<file path="config.mk">
export PLATFORM = sky130hd
export DESIGN_NAME = eth_idma_reg_frontend
export DESIGN_NICKNAME = d
export VERILOG_FILES = /design/src/rtl/eth_idma_pkg.sv /design/src/rtl/eth_idma_reg_decode.sv /design/src/rtl/eth_idma_reg_frontend.sv
export SDC_FILE = /design/constraint.sdc
export NUM_CORES = 1
export LEC_CHECK = 0
export CAP_MARGIN = 25
export CORE_MARGIN = 10
export CORE_UTILIZATION = 54
export CTS_CLUSTER_SIZE = 10
export DETAILED_ROUTE_END_ITERATION = 8
export GPL_TIMING_DRIVEN = 0
export PLACE_DENSITY_LB_ADDON = 0.12
export SLEW_MARGIN = 20
export SYNTH_ARGS = -nofsm -noshare
export SYNTH_HDL_FRONTEND = slang
export SYNTH_SLANG_ARGS = --single-unit
</file>
<file path="constraint.sdc">
create_clock -name clk_i -period 9.37 [get_ports clk_i]
set_input_delay 2.3425 -clock clk_i [delete_from_list [all_inputs] [get_ports clk_i]]
set_output_delay 2.3425 -clock clk_i [all_outputs]
set_load 0.05 [all_outputs]
</file>
<file path="src/rtl/eth_idma_pkg.sv">
`default_nettype none
// +----------------------------------------------------------------------------+
// | eth_idma_pkg                                                                |
// | Shared register map, FSM encoding and bus types for the eth iDMA frontend.  |
// | Revision: 1.0                                                               |
// +----------------------------------------------------------------------------+
package eth_idma_pkg;

   localparam logic [31:0] REG_MAC_LO    = 32'h00;
   localparam logic [31:0] REG_MAC_HI    = 32'h04;
   localparam logic [31:0] REG_SRC_ADDR  = 32'h10;
   localparam logic [31:0] REG_DST_ADDR  = 32'h14;
   localparam logic [31:0] REG_LENGTH    = 32'h18;
   localparam logic [31:0] REG_SRC_PROT  = 32'h1c;
   localparam logic [31:0] REG_DST_PROT  = 32'h20;
   localparam logic [31:0] REG_REQ_VALID = 32'h38;
   localparam logic [31:0] REG_REQ_READY = 32'h3c;
   localparam logic [31:0] REG_RSP_READY = 32'h40;
   localparam logic [31:0] REG_STATUS    = 32'h44;
   localparam logic [31:0] REG_DONE_CNT  = 32'h48;

   // Bit positions within the one-hot register select vector.
   localparam int unsigned SEL_MAC_LO    = 0;
   localparam int unsigned SEL_MAC_HI    = 1;
   localparam int unsigned SEL_SRC_ADDR  = 2;
   localparam int unsigned SEL_DST_ADDR  = 3;
   localparam int unsigned SEL_LENGTH    = 4;
   localparam int unsigned SEL_SRC_PROT  = 5;
   localparam int unsigned SEL_DST_PROT  = 6;
   localparam int unsigned SEL_REQ_VALID = 7;
   localparam int unsigned SEL_REQ_READY = 8;
   localparam int unsigned SEL_RSP_READY = 9;
   localparam int unsigned SEL_STATUS    = 10;
   localparam int unsigned SEL_DONE_CNT  = 11;
   localparam int unsigned NUM_REGS      = 12;

   typedef enum logic [1:0] {
      FE_IDLE     = 2'd0,
      FE_PENDING  = 2'd1,
      FE_INFLIGHT = 2'd2
   } eth_idma_fe_state_e;

   localparam logic [2:0] PROT_AXI  = 3'd0;
   localparam logic [2:0] PROT_AXIS = 3'd5;

   typedef struct packed {
      logic [31:0] addr;
      logic        write;
      logic [31:0] wdata;
      logic [3:0]  wstrb;
      logic        valid;
   } eth_reg_req_t;

   typedef struct packed {
      logic [31:0] rdata;
      logic        error;
      logic        ready;
   } eth_reg_rsp_t;

   function automatic logic [31:0] apply_strb(input logic [31:0] old_val,
                                              input logic [31:0] new_val,
                                              input logic [3:0]  strb);
      logic [31:0] res;
      res = old_val;
      for (int b = 0; b < 4; b++) begin
         if (strb[b]) res[b*8 +: 8] = new_val[b*8 +: 8];
      end
      return res;
   endfunction

endpackage
`default_nettype wire

</file>
<file path="src/rtl/eth_idma_reg_decode.sv">
`default_nettype none
// +----------------------------------------------------------------------------+
// | eth_idma_reg_decode                                                         |
// | Address decode: one-hot register select, unmapped and read-only flags.      |
// | Revision: 1.0                                                               |
// +----------------------------------------------------------------------------+
module eth_idma_reg_decode
   import eth_idma_pkg::*;
(
   input  logic [31:0]         addr_i,
   output logic [NUM_REGS-1:0] sel_o,
   output logic                unmapped_o,
   output logic                read_only_o
);

   always_comb begin
      sel_o      = '0;
      unmapped_o = 1'b0;
      case (addr_i)
         REG_MAC_LO:    sel_o[SEL_MAC_LO]    = 1'b1;
         REG_MAC_HI:    sel_o[SEL_MAC_HI]    = 1'b1;
         REG_SRC_ADDR:  sel_o[SEL_SRC_ADDR]  = 1'b1;
         REG_DST_ADDR:  sel_o[SEL_DST_ADDR]  = 1'b1;
         REG_LENGTH:    sel_o[SEL_LENGTH]    = 1'b1;
         REG_SRC_PROT:  sel_o[SEL_SRC_PROT]  = 1'b1;
         REG_DST_PROT:  sel_o[SEL_DST_PROT]  = 1'b1;
         REG_REQ_VALID: sel_o[SEL_REQ_VALID] = 1'b1;
         REG_REQ_READY: sel_o[SEL_REQ_READY] = 1'b1;
         REG_RSP_READY: sel_o[SEL_RSP_READY] = 1'b1;
         REG_STATUS:    sel_o[SEL_STATUS]    = 1'b1;
         REG_DONE_CNT:  sel_o[SEL_DONE_CNT]  = 1'b1;
         // Misaligned addresses never match an entry and land here too.
         default:       unmapped_o           = 1'b1;
      endcase
   end

   assign read_only_o = sel_o[SEL_REQ_READY] | sel_o[SEL_STATUS] | sel_o[SEL_DONE_CNT];

endmodule
`default_nettype wire

</file>
<file path="src/rtl/eth_idma_reg_frontend.sv">
`default_nettype none
// +----------------------------------------------------------------------------+
// | eth_idma_reg_frontend                                                       |
// | REG_BUS responder holding MAC config and one iDMA descriptor + launch FSM.  |
// | Revision: 1.0                                                               |
// +----------------------------------------------------------------------------+
module eth_idma_reg_frontend
   import eth_idma_pkg::*;
#(
   parameter int unsigned AddrWidth   = 64,
   parameter int unsigned TFLenWidth  = 32,
   parameter type         reg_req_t   = eth_idma_pkg::eth_reg_req_t,
   parameter type         reg_rsp_t   = eth_idma_pkg::eth_reg_rsp_t
)(
   input  logic                  clk_i,
   input  logic                  rst_i,
   input  reg_req_t              reg_req_i,
   output reg_rsp_t              reg_rsp_o,
   output logic [47:0]           mac_addr_o,
   output logic [15:0]           mac_cfg_o,
   output logic [AddrWidth-1:0]  src_addr_o,
   output logic [AddrWidth-1:0]  dst_addr_o,
   output logic [TFLenWidth-1:0] length_o,
   output logic [2:0]            src_protocol_o,
   output logic [2:0]            dst_protocol_o,
   output logic                  idma_req_valid_o,
   input  logic                  idma_req_ready_i,
   input  logic                  idma_rsp_valid_i,
   output logic                  idma_rsp_ready_o,
   input  logic                  idma_rsp_error_i,
   output logic                  busy_o
);

   localparam logic [1:0] ST_IDLE     = 2'(FE_IDLE);
   localparam logic [1:0] ST_PENDING  = 2'(FE_PENDING);
   localparam logic [1:0] ST_INFLIGHT = 2'(FE_INFLIGHT);

   logic [NUM_REGS-1:0] sel;
   logic                unmapped;
   logic                read_only;

   eth_idma_reg_decode u_decode (
      .addr_i      (reg_req_i.addr),
      .sel_o       (sel),
      .unmapped_o  (unmapped),
      .read_only_o (read_only)
   );

   logic [31:0] mac_lo_q, mac_hi_q;
   logic [31:0] src_q, dst_q, len_q, sprot_q, dprot_q;
   logic        rsp_ready_q;
   logic        err_q;
   logic [31:0] done_cnt_q;
   logic [1:0]  state_q, state_d;

   logic wr_en, desc_sel, desc_locked, reqv_wr, rsp_hs;

   assign wr_en       = reg_req_i.valid & reg_req_i.write & ~unmapped;
   assign desc_sel    = sel[SEL_SRC_ADDR] | sel[SEL_DST_ADDR] | sel[SEL_LENGTH]
                      | sel[SEL_SRC_PROT] | sel[SEL_DST_PROT];
   assign desc_locked = (state_q != ST_IDLE);
   assign reqv_wr     = wr_en & sel[SEL_REQ_VALID] & reg_req_i.wstrb[0];
   assign rsp_hs      = (state_q == ST_INFLIGHT) & idma_rsp_valid_i & rsp_ready_q;

   // A handshake in PENDING takes priority over a simultaneous abort write.
   always_comb begin
      state_d = state_q;
      case (state_q)
         ST_IDLE: begin
            if (reqv_wr && reg_req_i.wdata[0]) state_d = ST_PENDING;
         end
         ST_PENDING: begin
            if (idma_req_ready_i)                   state_d = ST_INFLIGHT;
            else if (reqv_wr && !reg_req_i.wdata[0]) state_d = ST_IDLE;
         end
         ST_INFLIGHT: begin
            if (rsp_hs) state_d = ST_IDLE;
         end
         default: state_d = ST_IDLE;
      endcase
   end

   always_ff @(posedge clk_i) begin
      if (rst_i) begin
         mac_lo_q    <= '0;
         mac_hi_q    <= '0;
         src_q       <= '0;
         dst_q       <= '0;
         len_q       <= '0;
         sprot_q     <= '0;
         dprot_q     <= '0;
         rsp_ready_q <= 1'b0;
         err_q       <= 1'b0;
         done_cnt_q  <= '0;
         state_q     <= ST_IDLE;
      end else begin
         state_q <= state_d;
         if (wr_en && sel[SEL_MAC_LO])
            mac_lo_q <= apply_strb(mac_lo_q, reg_req_i.wdata, reg_req_i.wstrb);
         if (wr_en && sel[SEL_MAC_HI])
            mac_hi_q <= apply_strb(mac_hi_q, reg_req_i.wdata, reg_req_i.wstrb);
         if (wr_en && !desc_locked) begin
            if (sel[SEL_SRC_ADDR]) src_q   <= apply_strb(src_q, reg_req_i.wdata, reg_req_i.wstrb);
            if (sel[SEL_DST_ADDR]) dst_q   <= apply_strb(dst_q, reg_req_i.wdata, reg_req_i.wstrb);
            if (sel[SEL_LENGTH])   len_q   <= apply_strb(len_q, reg_req_i.wdata, reg_req_i.wstrb);
            if (sel[SEL_SRC_PROT]) sprot_q <= apply_strb(sprot_q, reg_req_i.wdata, reg_req_i.wstrb);
            if (sel[SEL_DST_PROT]) dprot_q <= apply_strb(dprot_q, reg_req_i.wdata, reg_req_i.wstrb);
         end
         if (wr_en && sel[SEL_RSP_READY] && reg_req_i.wstrb[0])
            rsp_ready_q <= reg_req_i.wdata[0];
         if (rsp_hs) begin
            err_q      <= idma_rsp_error_i;
            done_cnt_q <= done_cnt_q + 32'd1;
         end
      end
   end

   logic [31:0] status;
   logic [31:0] rdata;

   assign status = {27'd0, state_q, err_q, busy_o, idma_rsp_valid_i};

   // Unmapped addresses leave every select low, so rdata falls to zero.
   assign rdata = ({32{sel[SEL_MAC_LO]}}    & mac_lo_q)
                | ({32{sel[SEL_MAC_HI]}}    & mac_hi_q)
                | ({32{sel[SEL_SRC_ADDR]}}  & src_q)
                | ({32{sel[SEL_DST_ADDR]}}  & dst_q)
                | ({32{sel[SEL_LENGTH]}}    & len_q)
                | ({32{sel[SEL_SRC_PROT]}}  & sprot_q)
                | ({32{sel[SEL_DST_PROT]}}  & dprot_q)
                | ({32{sel[SEL_REQ_VALID]}} & {31'd0, idma_req_valid_o})
                | ({32{sel[SEL_REQ_READY]}} & {31'd0, idma_req_ready_i})
                | ({32{sel[SEL_RSP_READY]}} & {31'd0, rsp_ready_q})
                | ({32{sel[SEL_STATUS]}}    & status)
                | ({32{sel[SEL_DONE_CNT]}}  & done_cnt_q);

   always_comb begin
      reg_rsp_o       = '0;
      reg_rsp_o.ready = reg_req_i.valid;
      reg_rsp_o.rdata = rdata;
      reg_rsp_o.error = reg_req_i.valid
                      & (unmapped | (reg_req_i.write & (read_only | (desc_sel & desc_locked))));
   end

   assign mac_addr_o       = {mac_hi_q[15:0], mac_lo_q};
   assign mac_cfg_o        = mac_hi_q[31:16];
   assign src_addr_o       = AddrWidth'(src_q);
   assign dst_addr_o       = AddrWidth'(dst_q);
   assign length_o         = len_q[TFLenWidth-1:0];
   assign src_protocol_o   = sprot_q[2:0];
   assign dst_protocol_o   = dprot_q[2:0];
   assign idma_req_valid_o = (state_q == ST_PENDING);
   assign idma_rsp_ready_o = rsp_ready_q;
   assign busy_o           = (state_q != ST_IDLE);

endmodule
`default_nettype wire

</file>
==> results.ini <==
[yosys]
synth_cells = 1366
synth_edf_count = 0
ys_top_cells_by_count = 260 x dfxtp_1, 257 x nand2b_1, 229 x mux2i_1, 74 x buf_4, 71 x clkbuf_1
yosysMostFrequentCell = dfxtp_1
ys_seq_area_share_pct = 39.0
synth_area_leaders = dfxtp_1 39%, mux2i_1 17%, nand2b_1 12%
syn_area_sq_mm = 0.0133
async_flop_share_pct = 0
ys_warn_count = 0
ys_seq_elements = 260
avgSynthCellArea_sq_um = 9.76
yosysTopAreaCell = dfxtp_1
synth_cell_type_count = 63
synth_top_area_share_pct = 39.0
yosys_most_used_dff = dfxtp_1

[worst_setup_path]
startpoint_type = input pin
worst_r2r_endpoint = done_cnt_q[20]
crit_fanout = 10
required_ns = 7.03
crit_end = reg_rsp_o[9]
arrival_ns = 6.23
r2r.worst_path.cells = 5
critPathCaptureType = output pin
critPathLaunch = reg_req_i[39]
r2r_start = done_cnt_q[8]
path_class = input pin to output pin
rrSetupSlack_ns = 7.12

[clock_tree]
cts_max_level = 1
cts.sinks = 260
cts_root_buffer = clkbuf_16
clock_latency_ns = 0.56
cts_tree = done
cts_resized = 0
hold_buffers = 0
clock_path_buffers = 3
cts_buffers = 30
clk_pin_slew_ns = 0.05
post_cts_buffers = 0

[layout]
finalNetCount = 1811
final_core_util_pct = 72.1
syn_to_final_growth_pct = 31.5
drive_gt1_share_pct = 10.4
fin_area_sq_mm = 0.0175

[route]
post_drt_wl_per_cell_um = 25.2
first_pass_iters = 6
first_iter_violations = 1412
drc = 0
via_count = 12500
viasPerCell = 6.07
ant_nets = 0
wirelength_um = 52100

[pwr]
finalPower_mw = 2.36
power_leakage_nw = 7.47
ir_worst_vdd_mv = 0.165
pwr_density_cell_mw_per_mm2 = 134

[place]
place_area_sq_mm = 0.0167
hpwl_um = 38200
io_buffers = 274
place_congestion = 0.941

[die]
fp.dieW_um = 177
fp.dieH_um = 177
die_area_sq_mm = 0.0314
std_cell_rows = 57
start_util_pct = 54.8
io_pins = 342
coreArea_sq_mm = 0.0243

[sta]
rsz0062_at_grt = no
period_minus_slack_ns = 8.58
hold_violations = 0
setup_violations = 0
skew_ns = 0.0192
setup-tns-final_ns = 0
finalHoldWorstSlack_ns = 0.471
slew-limit-headroom_pct = 33.7
fmax_ghz = 0.117
max_slew.worst_pin.slew_ns = 0.995
fin_crit_sh_pct = 91.5
slew_viol_final = 0

[flow_run]
drv_cap = 0

[global_routing]
grt_pass1_wl_um = 76600
track_usage_pct = 31.6
grt_overflow = 0
antenna_found_initial = 1
grt_start_max_net_pins = 15
first_global_vias = 12400

[worst_hold_path]
hp-class = register to register

[outcome]
status = completed

[cell usage in the layout, fill, tap and decap left out, types with 28 or more instances in the layout]
cell type	instances
clkdlybuf4s50_1	274
dfxtp_1	260
nand2b_1	257
mux2i_1	229
buf_4	74
clkbuf_1	72
conb_1	64
a22oi_1	51
a22o_1	34
a31oi_1	32
a222oi_1	31
clkbuf_16	31
nor2_1	28
[power breakdown]
group	switching [mW]	internal (mW)	leakage [nW]	total [mW]
Sequential	0.0000000000454	1.11	2.09	1.11
Clock	0.440	0.594	0.398	1.03
Combinational	0.141	0.0755	4.98	0.216
Total	0.581	1.78	7.47	2.36
[worst min path at each step]
stage	start	to	slack, ns	depth (start not counted)
4_1_cts	err_q	err_q	0.47	2
5_1_grt	dprot_q[29]	dprot_q[29]	0.49	2
3_3_place_gp	err_q	err_q	0.45	2
2_1_floorplan	err_q	err_q	0.43	2
6_report	err_q	err_q	0.47	2
3_5_place_dp	err_q	err_q	0.46	2
[metrics by stage]
stage	cells	setup slack, ns
2_1_floorplan	1429	2.45
5_1_grt	2063	0.767
6_report	2063	0.794
3_3_place_gp	2027	1.03
4_1_cts	2062	1.01
3_5_place_dp	2027	1.04
[metal layers]
metal  up-vias  wire length, um  track usage, %
li1       5530                -               -
met1      5970            19600            38.9
met2       863            23700            49.9
met3       166             6730            10.0
met4         0             2090            13.3
met5         -                0               0
[critical path, stage by stage]
cell and delay (ns):
clkdlybuf4s50_1 0.52, nor4_2 0.55, and4b_1 0.27, buf_2 0.27, buf_4 0.29, clkbuf_1 0.57
a22oi_1 0.20, a31oi_1 0.33, clkdlybuf4s50_1 0.87
[sequential cells by signal, summed over array words and instances (netlist names)]
register          flops
sprot_q              32
mac_hi_q             32
idma_rsp_ready_o      1
done_cnt_q           32
mac_lo_q             32
state_q               2
length_o             32
dprot_q              32
src_q                32
err_q                 1
dst_q                32
[layout make-up]
| type | instances | area (sq um) |
|---|---|---|
| Timing Repair Buffer | 274 | 2740 |
| Sequential cell | 260 | 5200 |
| Antenna cell | 1 | 2.50 |
| Inverter | 11 | 41.3 |
| Fill cell | 1902 | 6780 |
| Buffer | 173 | 977 |
| Multi-Input combinational cell | 985 | 7350 |
| Clock buffer | 34 | 807 |
| Clock inverter | 1 | 7.51 |
| Tap cell | 324 | 405 |
[cell families after synthesis]
kind of cell | after synthesis | share of synthesized area (%)
flops | 260 | 39.0
xor+xnor | 10 | 0.657
simple gates | 473 | 23.3
other cells | 1 | 0.0281
compound gates | 199 | 11.3
fa+ha+maj | 1 | 0.0938
mux | 238 | 18.0
buf+inv | 184 | 7.64
Power figures use the tool's default switching activity.
